$ cat src/rtl/fifo_rd_pkg.sv
// fifo_rd_pkg: shared constants and helpers for the FIFO read-side drain stage.
//   RD_BUF_DEPTH : entries in the output skid buffer
//   RD_OCC_W     : width of the occupancy count (0..RD_BUF_DEPTH)
//   RD_STAT_W    : width of the optional statistics counters
//   sat_inc()    : increment that sticks at all-ones
package fifo_rd_pkg;

  localparam int RD_BUF_DEPTH = 2;
  localparam int RD_OCC_W     = 2;
  localparam int RD_STAT_W    = 32;

  localparam logic [RD_OCC_W-1:0] RD_OCC_FULL = RD_OCC_W'(RD_BUF_DEPTH);

  function automatic logic [RD_STAT_W-1:0] sat_inc(input logic [RD_STAT_W-1:0] v);
    return (&v) ? v : v + 1'b1;
  endfunction

endpackage

$ cat src/rtl/fifo_rd_stream_stats.sv
// fifo_rd_stats: pair of saturating event counters for the drain stage.
//   rclk      in  read-domain clock
//   rrst_n    in  synchronous active-low reset
//   hs_i      in  handshake this cycle (valid & ready)
//   stall_i   in  stall this cycle (valid & !ready)
//   words_o   out saturating handshake count
//   stall_o   out saturating stall-cycle count
module fifo_rd_stats
  import fifo_rd_pkg::*;
(
  input  logic                 rclk,
  input  logic                 rrst_n,
  input  logic                 hs_i,
  input  logic                 stall_i,
  output logic [RD_STAT_W-1:0] words_o,
  output logic [RD_STAT_W-1:0] stall_o
);

  logic [RD_STAT_W-1:0] words_q, words_d;
  logic [RD_STAT_W-1:0] stall_q, stall_d;

  always_comb begin
    words_d = hs_i    ? sat_inc(words_q) : words_q;
    stall_d = stall_i ? sat_inc(stall_q) : stall_q;
  end

  always_ff @(posedge rclk) begin
    if (!rrst_n) begin
      words_q <= '0;
      stall_q <= '0;
    end else begin
      words_q <= words_d;
      stall_q <= stall_d;
    end
  end

  assign words_o = words_q;
  assign stall_o = stall_q;

endmodule

$ cat src/rtl/fifo_rd_stream.sv
// fifo_rd_stream: drains the async FIFO read port into a registered
// valid/ready stream through a 2-entry buffer, one word per cycle.
//   rclk       in  read-domain clock
//   rrst_n     in  synchronous active-low reset
//   rempty_i   in  FIFO empty flag (rclk domain)
//   rdata_i    in  FIFO head word, valid while !rempty_i
//   rincr_o    out FIFO pop strobe
//   m_valid_o  out output word valid
//   m_data_o   out output word
//   m_ready_i  in  downstream accept
//   flush_i    in  discard buffered words on the next edge
//   occ_o      out buffer occupancy 0..2
// Optional (macro FIFO_RD_STATS_EN):
//   words_o    out saturating handshake count
//   stall_o    out saturating valid-and-not-ready cycle count
module fifo_rd_stream
  import fifo_rd_pkg::*;
#(
  parameter int DATA_LEN = 32
) (
  input  logic                 rclk,
  input  logic                 rrst_n,
  input  logic                 rempty_i,
  input  logic [DATA_LEN-1:0]  rdata_i,
  output logic                 rincr_o,
  output logic                 m_valid_o,
  output logic [DATA_LEN-1:0]  m_data_o,
  input  logic                 m_ready_i,
  input  logic                 flush_i,
  output logic [RD_OCC_W-1:0]  occ_o
`ifdef FIFO_RD_STATS_EN
  ,
  output logic [RD_STAT_W-1:0] words_o,
  output logic [RD_STAT_W-1:0] stall_o
`endif
);

  logic [RD_BUF_DEPTH-1:0][DATA_LEN-1:0] mem_q;
  logic                                  wptr_q, rptr_q;
  logic [RD_OCC_W-1:0]                   occ_q, occ_d;
  logic                                  push, pop;

  // Pop decision looks only at FIFO state and our own occupancy register,
  // so downstream ready never reaches the FIFO pointer logic.
  assign rincr_o = rrst_n & ~flush_i & ~rempty_i & (occ_q != RD_OCC_FULL);
  assign push    = rincr_o;
  // A pop offered during flush is dropped along with the buffer contents.
  assign pop     = m_valid_o & m_ready_i & ~flush_i;

  always_comb begin
    occ_d = occ_q;
    case ({push, pop})
      2'b10:   occ_d = occ_q + 1'b1;
      2'b01:   occ_d = occ_q - 1'b1;
      default: occ_d = occ_q;
    endcase
  end

  always_ff @(posedge rclk) begin
    if (!rrst_n) begin
      mem_q  <= '0;
      wptr_q <= 1'b0;
      rptr_q <= 1'b0;
      occ_q  <= '0;
    end else if (flush_i) begin
      // Buffer data is left in place; it is unreachable once occ is 0.
      wptr_q <= 1'b0;
      rptr_q <= 1'b0;
      occ_q  <= '0;
    end else begin
      if (push) begin
        mem_q[wptr_q] <= rdata_i;
        wptr_q        <= ~wptr_q;
      end
      if (pop) rptr_q <= ~rptr_q;
      occ_q <= occ_d;
    end
  end

  assign m_valid_o = (occ_q != '0);
  assign m_data_o  = mem_q[rptr_q];
  assign occ_o     = occ_q;

`ifdef FIFO_RD_STATS_EN
  fifo_rd_stats u_stats (
    .rclk    (rclk),
    .rrst_n  (rrst_n),
    .hs_i    (m_valid_o & m_ready_i),
    .stall_i (m_valid_o & ~m_ready_i),
    .words_o (words_o),
    .stall_o (stall_o)
  );
`endif

endmodule

$ cat config.mk
export PLATFORM = sky130hd
export DESIGN_NAME = fifo_rd_stream
export DESIGN_NICKNAME = d
export VERILOG_FILES = /design/src/rtl/fifo_rd_pkg.sv /design/src/rtl/fifo_rd_stream_stats.sv /design/src/rtl/fifo_rd_stream.sv
export SDC_FILE = /design/constraint.sdc
export NUM_CORES = 1
export LEC_CHECK = 0
export BUFFER_PORTS_ARGS = -buffer_cell sky130_fd_sc_hd__buf_2
export CORE_MARGIN = 8
export CORE_UTILIZATION = 59
export CTS_BUF_LIST = sky130_fd_sc_hd__clkbuf_2
export CTS_CLUSTER_SIZE = 16
export DETAILED_ROUTE_END_ITERATION = 12
export PLACE_DENSITY = 0.84
export REMOVE_ABC_BUFFERS = 1
export SYNTH_ARGS = -nofsm -noshare
export SYNTH_HDL_FRONTEND = slang
export SYNTH_SLANG_ARGS = --single-unit
$ cat constraint.sdc
create_clock -name rclk -period 3 [get_ports rclk]
set_input_delay 0.3 -clock rclk [delete_from_list [all_inputs] [get_ports rclk]]
set_output_delay 0.3 -clock rclk [all_outputs]
set_load 0.01 [all_outputs]
# Yosys cells after proc, flatten, opt, wreduce, memory -nomap -nowiden
# Index checks and enable logic that the tools add are counted.
# W data, S select, Z words.
[op_classes] add_sub_neg=2 n_lt_le_gt_ge=3 n_eq_ne=3 muxes=6 bitwise=10 reduce_logical=5
[op_table] cell="$mux W32" count=3
[op_table] cell="$bwmux W64" count=1
[op_table] cell="$demux W32 S1" count=1
[op_table] cell="$and A1 B1 Y1" count=5
[op_table] cell="$not A1 Y1" count=5
[op_table] cell="$lt A1 B2 Y1 const B" count=2
[op_table] cell="$pmux W2 S2" count=1
[op_table] cell="$reduce_bool A2 Y1" count=2
[op_table] cell="$add A2 B1 Y2 const B" count=1
[op_table] cell="$eq A2 B1 Y1 const B" count=1
[op_table] cell="$eq A2 B2 Y1 const B" count=1
[op_table] cell="$ne A2 B2 Y1 const B" count=1
[op_table] cell="$reduce_and A2 Y1" count=1
[op_table] cell="$reduce_or A2 Y1" count=1
[op_table] cell="$sub A2 B1 Y2 const B" count=1
[op_table] cell="$ge A1 B1 Y1 const B" count=1
[op_table] cell="$logic_and A1 B1 Y1" count=1
[word_totals] register_bits=68 in_bits=37 word_cells=34

# Depth between registers and ports, before layout
# Gate-level depths: netlist (run 1).
[depth] word_depth=6 ltp_mapped=9 mapped_depth_nobuf=7

# Least setup slack after synthesis (run 1)
# Ideal clock, no wire load.
[synth_path] path_type="input to register" startpoint="in rrst_n" endpoint="reg occ_q[1], in the netlist occ_o[1]" setup_ns=0.070 arrival_ns=1.815 t_required_ns=2.930 slack_ns=1.115 stages=8 path_cell_list="buf_4 -> nand2b_1 -> buf_6 -> nor3_1 -> inv_1 -> ha_1 -> or3_1 -> a21oi_1"
[synth_between] elab_chain_cells=5 elab_cells_between_ends=9 cone_classes="eq/ne: 2; mux: 1; bitwise: 4; reduce/logical: 2"
[synth_rtl] element="from (decl)" line_no="fifo_rd_stream.sv:22" source="input logic rrst_n,"
[synth_rtl] element="$and A1 B1 Y1 (*) (3 in a row)" line_no="fifo_rd_stream.sv:45" source="assign rincr_o = rrst_n & ~flush_i & ~rempty_i & (occ_q != RD_OCC_FULL);"
[synth_rtl] element="named net rincr_o" line_no="fifo_rd_stream.sv:25" source="output logic rincr_o,"
[synth_rtl] element="$eq A2 B1 Y1 / $eq A2 B2 Y1 (equally long branches)" line_no="fifo_rd_stream.sv:52" source="case ({push, pop})"
[synth_rtl] element="$pmux W2 S2 / $reduce_bool A2 Y1 (equally long branches)"
[synth_rtl] element="to (signal assigned)" line_no="fifo_rd_stream.sv:64" source="occ_q <= '0;"
[synth_rtl] element="to (signal assigned)" line_no="fifo_rd_stream.sv:69" source="occ_q <= '0;"
[synth_rtl] element="to (signal assigned)" line_no="fifo_rd_stream.sv:76" source="occ_q <= occ_d;"
[synth_rtl] element="to (decl)" line_no="fifo_rd_stream.sv:40" source="logic [RD_OCC_W-1:0] occ_q, occ_d;"
# Mark *: on every way through the listed nets, which the timed path passes. The rest lies on a longest branch.
# A chain may end at the register's enable or synchronous reset.

# Worst setup path in the final report (run 1)
[layout_path] startpoint="reg rptr_q" endpoint="out m_data_o[20]"
[layout_between] elab_chain_cells=2
[layout_rtl] element="from (decl)" line_no="fifo_rd_stream.sv:39" source="logic wptr_q, rptr_q;"
[layout_rtl] element="from (signal assigned)" line_no="fifo_rd_stream.sv:75" source="if (pop) rptr_q <= ~rptr_q;"
[layout_rtl] element="$mux W32 (implied by the code) (2 in a row)" line_no="fifo_rd_stream.sv:81" source="assign m_data_o = mem_q[rptr_q];"
[layout_rtl] element="to (decl)" line_no="fifo_rd_stream.sv:27" source="output logic [DATA_LEN-1:0] m_data_o,"
# No other way between the ends. The select of a mux whose other input is x is not followed.

==> results by group, run 1 <==
Critical path
  – Req. time, crit path: 2.70 ns
  – Largest stage delay on the critical path: 0.92 ns
  – Crit path cell chain: mux2_1 > buf_2
  – CP Capture Type: primary output
  – Startpoint types: flop
  – Crit path max fanout: 33
  – Slowest CP cell: dfxtp_2
  – Worst EP arrival: 1.96 ns
  – Crit Path Class: reg -> out

Clocking
  – Clk slew on worst S/H paths: 0.18 ns
  – Root Driver: clkbuf_2
  – Postcts setup bufs: 0
  – Max Root-Sink Buffers: 2
  – PostCTS Resize Cnt: 0
  – Clock Latency Late Sink: 0.46 ns
  – Hold Buf Count CTS: 0
  – CTS Sinks: 68
  – TritonCTS Buffers: 9
  – H-tree lvl count: 3
  – CTS tree: yes

Drt
  – # DRC: 0
  – Routed Antenna Nets: 0
  – Wire length per cell: 13.6 um
  – Initial DRC Count: 77
  – Vias: 2,200
  – DR vias/cell: 5.01
  – TritonRoute pass-1 iters: 4
  – Final wirelength: 5980 um

Placement
  – Placed instance area: 0.00331 mm2
  – PortBufs: 72
  – Final HPWL DP: 4000 um
  – Dpl cells: 423
  – GPL Wtd Cong: 0.737
  – Setup WS pre-CTS: 0.761 ns

Flow run
  – Max-Cap Viols: 0

Global routing
  – First-pass GRT wire length: 10,000 um
  – Overall global routing resource usage: 16.6%
  – GRT overflow: 0
  – Largest net degree at the start of global routing: 97
  – Initial antenna violation count: 0
  – Vias in the first global route: 2,348

Floorplan
  – Initial Utilization: 60.1%
  – Die Span X: 87.4 um
  – Row cnt: 26
  – Core area: 0.00501 mm2
  – DIE AREA: 0.00764 mm2
  – Die height: 87.4 um
  – I/O pin count: 73

Pwr
  – Max rail drop VDD: 0.312 mV
  – Total Power: 1.57 mW
  – P_leak: 1.93 nW
  – Pwr dens: 458 mW/mm2

Layout
  – Layout cells sized above 1: 25.2%
  – Filler Cells Inserted: 434
  – Fin area: 0.00342 mm2
  – Syn-to-layout area delta: 13.5%
  – Nets: 402
  – Fin util: 68.2%
  – Final non-filler cell total: 439
  – N_diodes: 0

STA
  – Hold Slack: 0.0785 ns
  – Final Hold Viols: 0
  – Setup Skew: 0.0103 ns
  – Period Utilization, post-route: 75.2%
  – F_max: 443 MHz
  – Tmin final: 2.26 ns
  – Final Worst Setup Slack: 0.743 ns
  – Relative slew slack: 32.3%
  – Worst-Margin Slew: 1.02 ns
  – Endpoints failing setup: 0
  – Setup TNS: 0 ns
  – Pins Over Slew Limit: 0
  – Unrepaired setup endpoints after global routing: false

Outcome
  – Outcome: complete, no violations

Logic synthesis
  – Syn Inst Count: 304
  – Part of the Yosys area used for sequential elements: 45.2%
  – #FFs+latches synth: 68
  – Syn avg cell area: 9.90 um2
  – Post-Syn Area: 0.00301 mm2
  – Synth cell types: 25
  – Yosys warns: 0

Min path
  – HP Class: in -> reg
[power breakdown]
part | internal (mW) | leakage (nW) | switching [mW]
combinational | 0.0595 | 1.30 | 0.0737
sequential | 0.921 | 0.551 | 0.00970
clock | 0.190 | 0.0752 | 0.311
[routing by layer]
metal,wire [um],global-route usage [%]
met1,2770,17.0
met4,48,7.03
met2,2820,29.6
met5,0,0
met3,338,6.23
[registers in the layout (all words and copies together) (netlist names)]
name,flops
occ_o,2
rptr_q,1
mem_q,64
wptr_q,1
[synthesized netlist by cell type]
| library cell | instances | share of area (%) |
|---|---|---|
| o31ai_1 | 1 | 0.25 |
| buf_4 | 1 | 0.25 |
| or3_1 | 1 | 0.21 |
| xnor2_1 | 1 | 0.29 |
| ha_1 | 1 | 0.42 |
| mux2i_1 | 64 | 21 |
| or2_2 | 1 | 0.21 |
| clkbuf_1 | 13 | 1.6 |
| a21oi_1 | 2 | 0.33 |
| nand2b_1 | 1 | 0.21 |
| o21ai_0 | 1 | 0.17 |
| buf_1 | 1 | 0.12 |
| xor2_1 | 2 | 0.58 |
| or4_1 | 1 | 0.25 |
| buf_6 | 8 | 3.0 |
| nand2_1 | 96 | 12 |
| dfxtp_1 | 68 | 45 |
| or4b_4 | 1 | 0.46 |
| buf_2 | 1 | 0.17 |
| o21ai_1 | 1 | 0.17 |
| nor2b_1 | 1 | 0.21 |
| inv_1 | 1 | 0.12 |
| mux2_1 | 32 | 12 |
| nor2_1 | 3 | 0.37 |
| nor3_1 | 1 | 0.17 |
[layout by cell type, fill, tap and decap left out, drive strengths merged]
cell type	n
or4	1
dfxtp	68
mux2i	64
ha	1
clkinv	5
nor2	3
xnor2	1
or4b	1
bufinv	1
buf	73
nor3	1
nand2	96
mux2	32
nand2b	1
or2	1
o31ai	1
or3	1
nor2b	1
o21ai	2
clkbuf	10
a21oi	2
xor2	2
inv	1
[final cells by class]
class                      instances  area [um2]  share of cell area, %
timing repair buffer              73         368                   10.8
sequential                        68        1360                   39.9
clock inverter                     6        55.1                   1.61
inverter                           1        3.75                  0.110
clock buffer                      10        50.0                   1.46
multi-input combinational        211        1490                   43.6
tap                               70        87.6                   2.56
[worst max-delay path, delay by kind of cell, from the launching register on]
| family | cells | cell delay (ns) |
|---|---|---|
| multiplexers | 1 | 0.40 |
| buffers and inverters | 1 | 0.15 |
| flip-flops | 1 | 0.92 |
[final timing paths]
check | endpoint | from | slack [ns] | cells after the start
max | m_data_o[20] | rptr_q | 0.74 | 2
min | mem_q[22] | rdata_i[22] | 0.08 | 3
max reg2reg | mem_q[9] | occ_o[0] | 0.95 | 3
min reg2reg | mem_q[11] | mem_q[11] | 0.47 | 2
[kinds of logic (layout without fill, tap and decap cells)]
| kind of cell | Yosys count | in the layout | synth area share (%) |
|---|---|---|---|
| AOI/OAI and AO/OA | 5 | 5 | 0.914 |
| xor gates and xnor gates | 3 | 3 | 0.873 |
| adders and majority gates | 1 | 1 | 0.416 |
| buffers and inverters | 25 | 90 | 5.28 |
| DFF | 68 | 68 | 45.2 |
| muxes | 96 | 96 | 33.3 |
| and+or+nand+nor | 106 | 106 | 14.0 |
(Power assumes the default switching activity.)
==> run 2, diff against run 1 <==
- CORE_UTILIZATION: 59 -> 50
- PLACE_DENSITY: 0.84 -> 0.75
- clock period: 3 -> 2 ns (I/O delays scaled with it)
==> results by group, run 2 (synthesis results as in run 1) <==
Outcome
  – Outcome: complete, no violations

Clocking
  – Clock Latency Late Sink: 0.47 ns
  – Root Driver: clkbuf_2
  – Max Root-Sink Buffers: 2
  – H-tree lvl count: 3
  – Clk slew on worst S/H paths: 0.18 ns
  – TritonCTS Buffers: 9
  – CTS Sinks: 68
  – CTS tree: yes

Layout
  – Syn-to-layout area delta: 28.3%
  – Most common cell after layout, fill and taps aside: nand2_1
  – Fin area: 0.00386 mm2
  – Layout cells sized above 1: 24.3%
  – Commonest cells after routing, fill and taps aside: nand2_1, buf_2, dfxtp_1
  – Max reg flops: 64
  – Nets: 441
  – Filler Cells Inserted: 488
  – Reg with most FFs: mem_q
  – N_diodes: 0
  – Fin util: 65.6%

STA
  – Setup TNS: 0 ns
  – Tmin final: 1.84 ns
  – Setup Skew: 0.0196 ns
  – Worst-Margin Slew: 0.901 ns
  – Final Hold Viols: 0
  – Endpoints failing setup: 0
  – Period Utilization, post-route: 91.9%
  – Unrepaired setup endpoints after global routing: false
  – Relative slew slack: 40.0%
  – F_max: 544 MHz
  – Pins Over Slew Limit: 0

Pwr
  – Pwr dens: 687 mW/mm2
  – P_leak: 2.12 nW
  – Net Sw Frac: 22.8%
  – Reg power frac: 52.5%
  – Max rail drop VDD: 0.428 mV
  – Internal power: 2.05 mW
  – Clock power frac: 37.9%
  – Comb power frac: 9.6%
  – Total Power: 2.65 mW
  – Sw Pwr: 0.606 mW

Global routing
  – Overall global routing resource usage: 15.9%
  – First-pass GRT wire length: 11,200 um
  – Largest net degree at the start of global routing: 97
  – Initial antenna violation count: 0
  – Vias in the first global route: 2,479
  – GRT overflow: 0

Min path
  – HP Class: in -> reg

Drt
  – Vias: 2,369
  – Final wirelength: 6630 um
  – Wire length per cell: 13.7 um
  – Initial DRC Count: 91
  – Routed Antenna Nets: 0
  – DR vias/cell: 4.90
  – TritonRoute pass-1 iters: 4
  – # DRC: 0

Floorplan
  – Die Span X: 93.6 um
  – Initial Utilization: 51.1%
  – Core area: 0.00589 mm2
  – DIE AREA: 0.00876 mm2
  – Die height: 93.6 um
  – I/O pin count: 73
  – Row cnt: 28

Critical path
  – Crit path cell chain: buf_4 > mux2_1 > buf_2
  – Req. time, crit path: 1.80 ns
  – Largest stage delay on the critical path: 0.45 ns
  – Slowest CP cell: dfxtp_4
  – Worst Path Buf+Inv: 2
  – Worst EP arrival: 1.64 ns
  – CP Capture Type: primary output
  – CP top delay family: flip-flops
  – Startpoint types: flop
  – Crit Path Class: reg -> out
  – Crit path max fanout: 10

Placement
  – GPL Wtd Cong: 0.711
  – Placed instance area: 0.00336 mm2
  – Final HPWL DP: 4230 um
  – PortBufs: 72

Flow run
  – Max-Cap Viols: 0
-- run 2: layer usage --
layer | global-route usage, % | part of all wire, %
met1 | 17.6 | 44
met2 | 26.4 | 47
met3 | 5.45 | 6.2
met4 | 8.19 | 2.4
met5 | 0 | 0
-- run 2: power groups by stage --
stage          sequential (mW)  clock, mW  combinational (mW)
5_1_grt                   1.40       1.11               0.279
3_3_place_gp              1.42          0               0.203
4_1_cts                   1.39       1.03               0.255
3_5_place_dp              1.42          0               0.205
2_1_floorplan             1.42          0               0.101
6_report                  1.39       1.01               0.254
-- run 2: worst register-to-register path, stage by stage, from the launching register on --
cell,delay [ns]
dfxtp_1,0.39
nor2b_1,0.18
nor3_1,0.21
inv_1,0.09
ha_1,0.34
or3_1,0.35
a21oi_1,0.15
-- run 2: final timing paths --
kind         startpoint           to  slack (ns)  cells after the start
max              rptr_q  m_data_o[1]        0.16                      3
min           m_ready_i       rptr_q        0.07                      4
max reg2reg    occ_o[1]     occ_o[1]        0.23                      6
min reg2reg   mem_q[57]    mem_q[57]        0.47                      2
-- run 2: metrics by stage --
| stage | hold slack (ns) | instances | setup slack (ns) |
|---|---|---|---|
| after floorplan | 0.349 | 280 | -0.0646 |
| after global placement | 0.441 | 432 | 0.187 |
| after detailed placement | 0.452 | 432 | 0.199 |
| after CTS | 0.0307 | 480 | 0.0689 |
| after global routing | 0.0276 | 483 | 0.0229 |
| final | 0.0741 | 483 | 0.162 |
-- run 2: area by class of cell --
class / count / area [um2] / area share [%]
Tap cell: 75 / 93.8 / 2.43
Multi-Input combinational cell: 211 / 1490 / 38.6
Timing Repair Buffer: 112 / 753 / 19.5
Clock buffer: 10 / 50.0 / 1.30
Clock inverter: 6 / 103 / 2.66
Inverter: 1 / 3.75 / 0.0972
Sequential cell: 68 / 1370 / 35.4
-- run 2: timing repair --
action	4_1_cts	5_1_grt
gates resized for setup	1	1
hold buffers	32	0
endpoints found under the setup margin	3	3
setup buffers	0	3
endpoints found under the hold margin	64	0
==> run 3, diff against run 2 <==
==> constraint.sdc (replaced) <==
create_clock -name rclk -period 2 [get_ports rclk]
set_input_delay 0.6 -clock rclk [delete_from_list [all_inputs] [get_ports rclk]]
set_output_delay 0.6 -clock rclk [all_outputs]
set_load 0.01 [all_outputs]
==> results by group, run 3 (synthesis results as in run 1) <==
Flow run
  – Max-Cap Viols: 0

Drt
  – DR vias/cell: 4.96
  – TritonRoute pass-1 iters: 4
  – Vias: 2,268
  – Final wirelength: 6530 um
  – Routed Antenna Nets: 0
  – # DRC: 0
  – Initial DRC Count: 73
  – Wire length per cell: 14.3 um

Global routing
  – GRT overflow: 0
  – First-pass GRT wire length: 10,700 um
  – Largest net degree at the start of global routing: 97
  – Vias in the first global route: 2,306
  – Overall global routing resource usage: 15.1%
  – Initial antenna violation count: 0

Critical path
  – Crit Path Class: reg -> out
  – Startpoint types: flop
  – Crit path max fanout: 16
  – Slowest CP cell: dfxtp_4
  – CP Capture Type: primary output
  – Crit path cell chain: buf_12 > mux2_1 > buf_2
  – Req. time, crit path: 1.40 ns
  – Worst EP arrival: 1.52 ns
  – Largest stage delay on the critical path: 0.41 ns

Layout
  – Most common cell after layout, fill and taps aside: nand2_1
  – Nets: 415
  – Syn-to-layout area delta: 21.1%
  – Commonest cells after routing, fill and taps aside: nand2_1, buf_2, dfxtp_1
  – Final non-filler cell total: 457
  – Reg with most FFs: mem_q
  – Multi-input gate area: 0.00154 mm2
  – Layout cells sized above 1: 30.1%
  – N_diodes: 0
  – Max reg flops: 64
  – Fin area: 0.00364 mm2
  – Storage element area: 0.00137 mm2
  – Filler Cells Inserted: 515

STA
  – Relative slew slack: 39.9%
  – Final Worst Setup Slack: -0.123 ns
  – Period Utilization, post-route: 106%
  – Pins Over Slew Limit: 0
  – Final Hold Viols: 0
  – Endpoints failing setup: 32
  – Setup Skew: 0.0185 ns
  – Tmin final: 2.12 ns
  – Worst-Margin Slew: 0.901 ns
  – Unrepaired setup endpoints after global routing: true
  – Setup TNS: -3.09 ns
  – F_max: 471 MHz

Pwr
  – Net Sw Frac: 26.5%
  – Sw Pwr: 0.591 mW
  – Clock power frac: 27.6%
  – Total Power: 2.23 mW
  – Internal power: 1.64 mW
  – Pwr dens: 612 mW/mm2
  – P_leak: 2.01 nW
  – Max rail drop VDD: 0.364 mV
  – Comb power frac: 10.1%
  – Reg power frac: 62.4%

Floorplan
  – I/O pin count: 73
  – Initial Utilization: 51.1%
  – Row cnt: 28
  – Core area: 0.00589 mm2
  – Die Span X: 93.6 um
  – Die height: 93.6 um
  – DIE AREA: 0.00876 mm2

Placement
  – Placed instance area: 0.00343 mm2
  – PortBufs: 72
  – GPL Wtd Cong: 0.754
  – Dpl cells: 438
  – Final HPWL DP: 4510 um

Outcome
  – Failing checks: negative setup slack
  – Outcome: complete, but fails checks

Clocking
  – CTS Sinks: 68
  – CTS tree: yes
  – Hold Buf Count CTS: 0
  – TritonCTS Buffers: 9
  – H-tree lvl count: 3
  – Clk slew on worst S/H paths: 0.19 ns
  – Root Driver: clkbuf_2
  – Max Root-Sink Buffers: 2
  – Clock Latency Late Sink: 0.45 ns

Min path
  – HP Class: in -> reg
[run 3: cell types whose count changed in the layout (fill, tap and decap cells not counted), sizes merged]
cell / before / now
bufinv: 3 / 0
dlygate4sd3: 32 / 0
clkinvlp: 0 / 1
buf: 80 / 86
clkinv: 3 / 5
[run 3: repair_timing]
| action | CTS | global route |
|---|---|---|
| pin swaps | 0 | 1 |
| resized for setup | 15 | 12 |
| hold endpoints to repair | 0 | 0 |
| setup buffers | 0 | 3 |
| endpoints found under the setup margin | 33 | 33 |
[run 3: worst max-delay path: cells and delay by family (launching register included)]
family | cells | cell delay, ns
mux | 1 | 0.34
buf+inv | 2 | 0.32
flops | 1 | 0.41
[run 3: power by group through the flow]
stage / logic, mW / clock network (mW) / registers [mW]
2_1_floorplan: 0.101 / 0 / 1.42
3_3_place_gp: 0.211 / 0 / 1.42
3_5_place_dp: 0.215 / 0 / 1.42
4_1_cts: 0.222 / 0.648 / 1.39
5_1_grt: 0.247 / 0.724 / 1.40
6_report: 0.224 / 0.615 / 1.39
[run 3: worst paths after layout]
| path | start | to | slack, ns | depth (start not counted) |
|---|---|---|---|---|
| max | rptr_q | m_data_o[23] | -0.12 | 3 |
| min | rdata_i[19] | mem_q[19] | 0.38 | 3 |
| max reg2reg | occ_o[1] | occ_o[1] | 0.38 | 6 |
| min reg2reg | mem_q[58] | mem_q[58] | 0.47 | 2 |
[run 3: layer usage]
layer	vias to the layer above	share of wire (%)	track usage, %
met2	50	48	24.3
met5	-	0	0
met3	10	5.4	3.93
li1	1164	-	-
met1	1044	45	18.7
met4	0	1.2	6.47
[run 3: stage by stage]
stage / util, % / setup slack, ns / hold slack, ns
3_5_place_dp: 58.3 / -0.0578 / 0.450
4_1_cts: 60.7 / -0.178 / 0.338
6_report: 61.9 / -0.123 / 0.378
2_1_floorplan: - / -0.344 / 0.434
3_3_place_gp: 58.3 / -0.0183 / 0.440
5_1_grt: 61.9 / -0.211 / 0.330
[run 3: area by class of cell]
| cell class | instances | area share [%] |
|---|---|---|
| well taps | 75 | 2.57 |
| inverters | 1 | 0.103 |
| multi-input cells | 211 | 42.1 |
| clock buffers | 10 | 1.37 |
| repair buffers | 86 | 15.3 |
| clock inverters | 6 | 0.858 |
| flip-flops and latches | 68 | 37.7 |
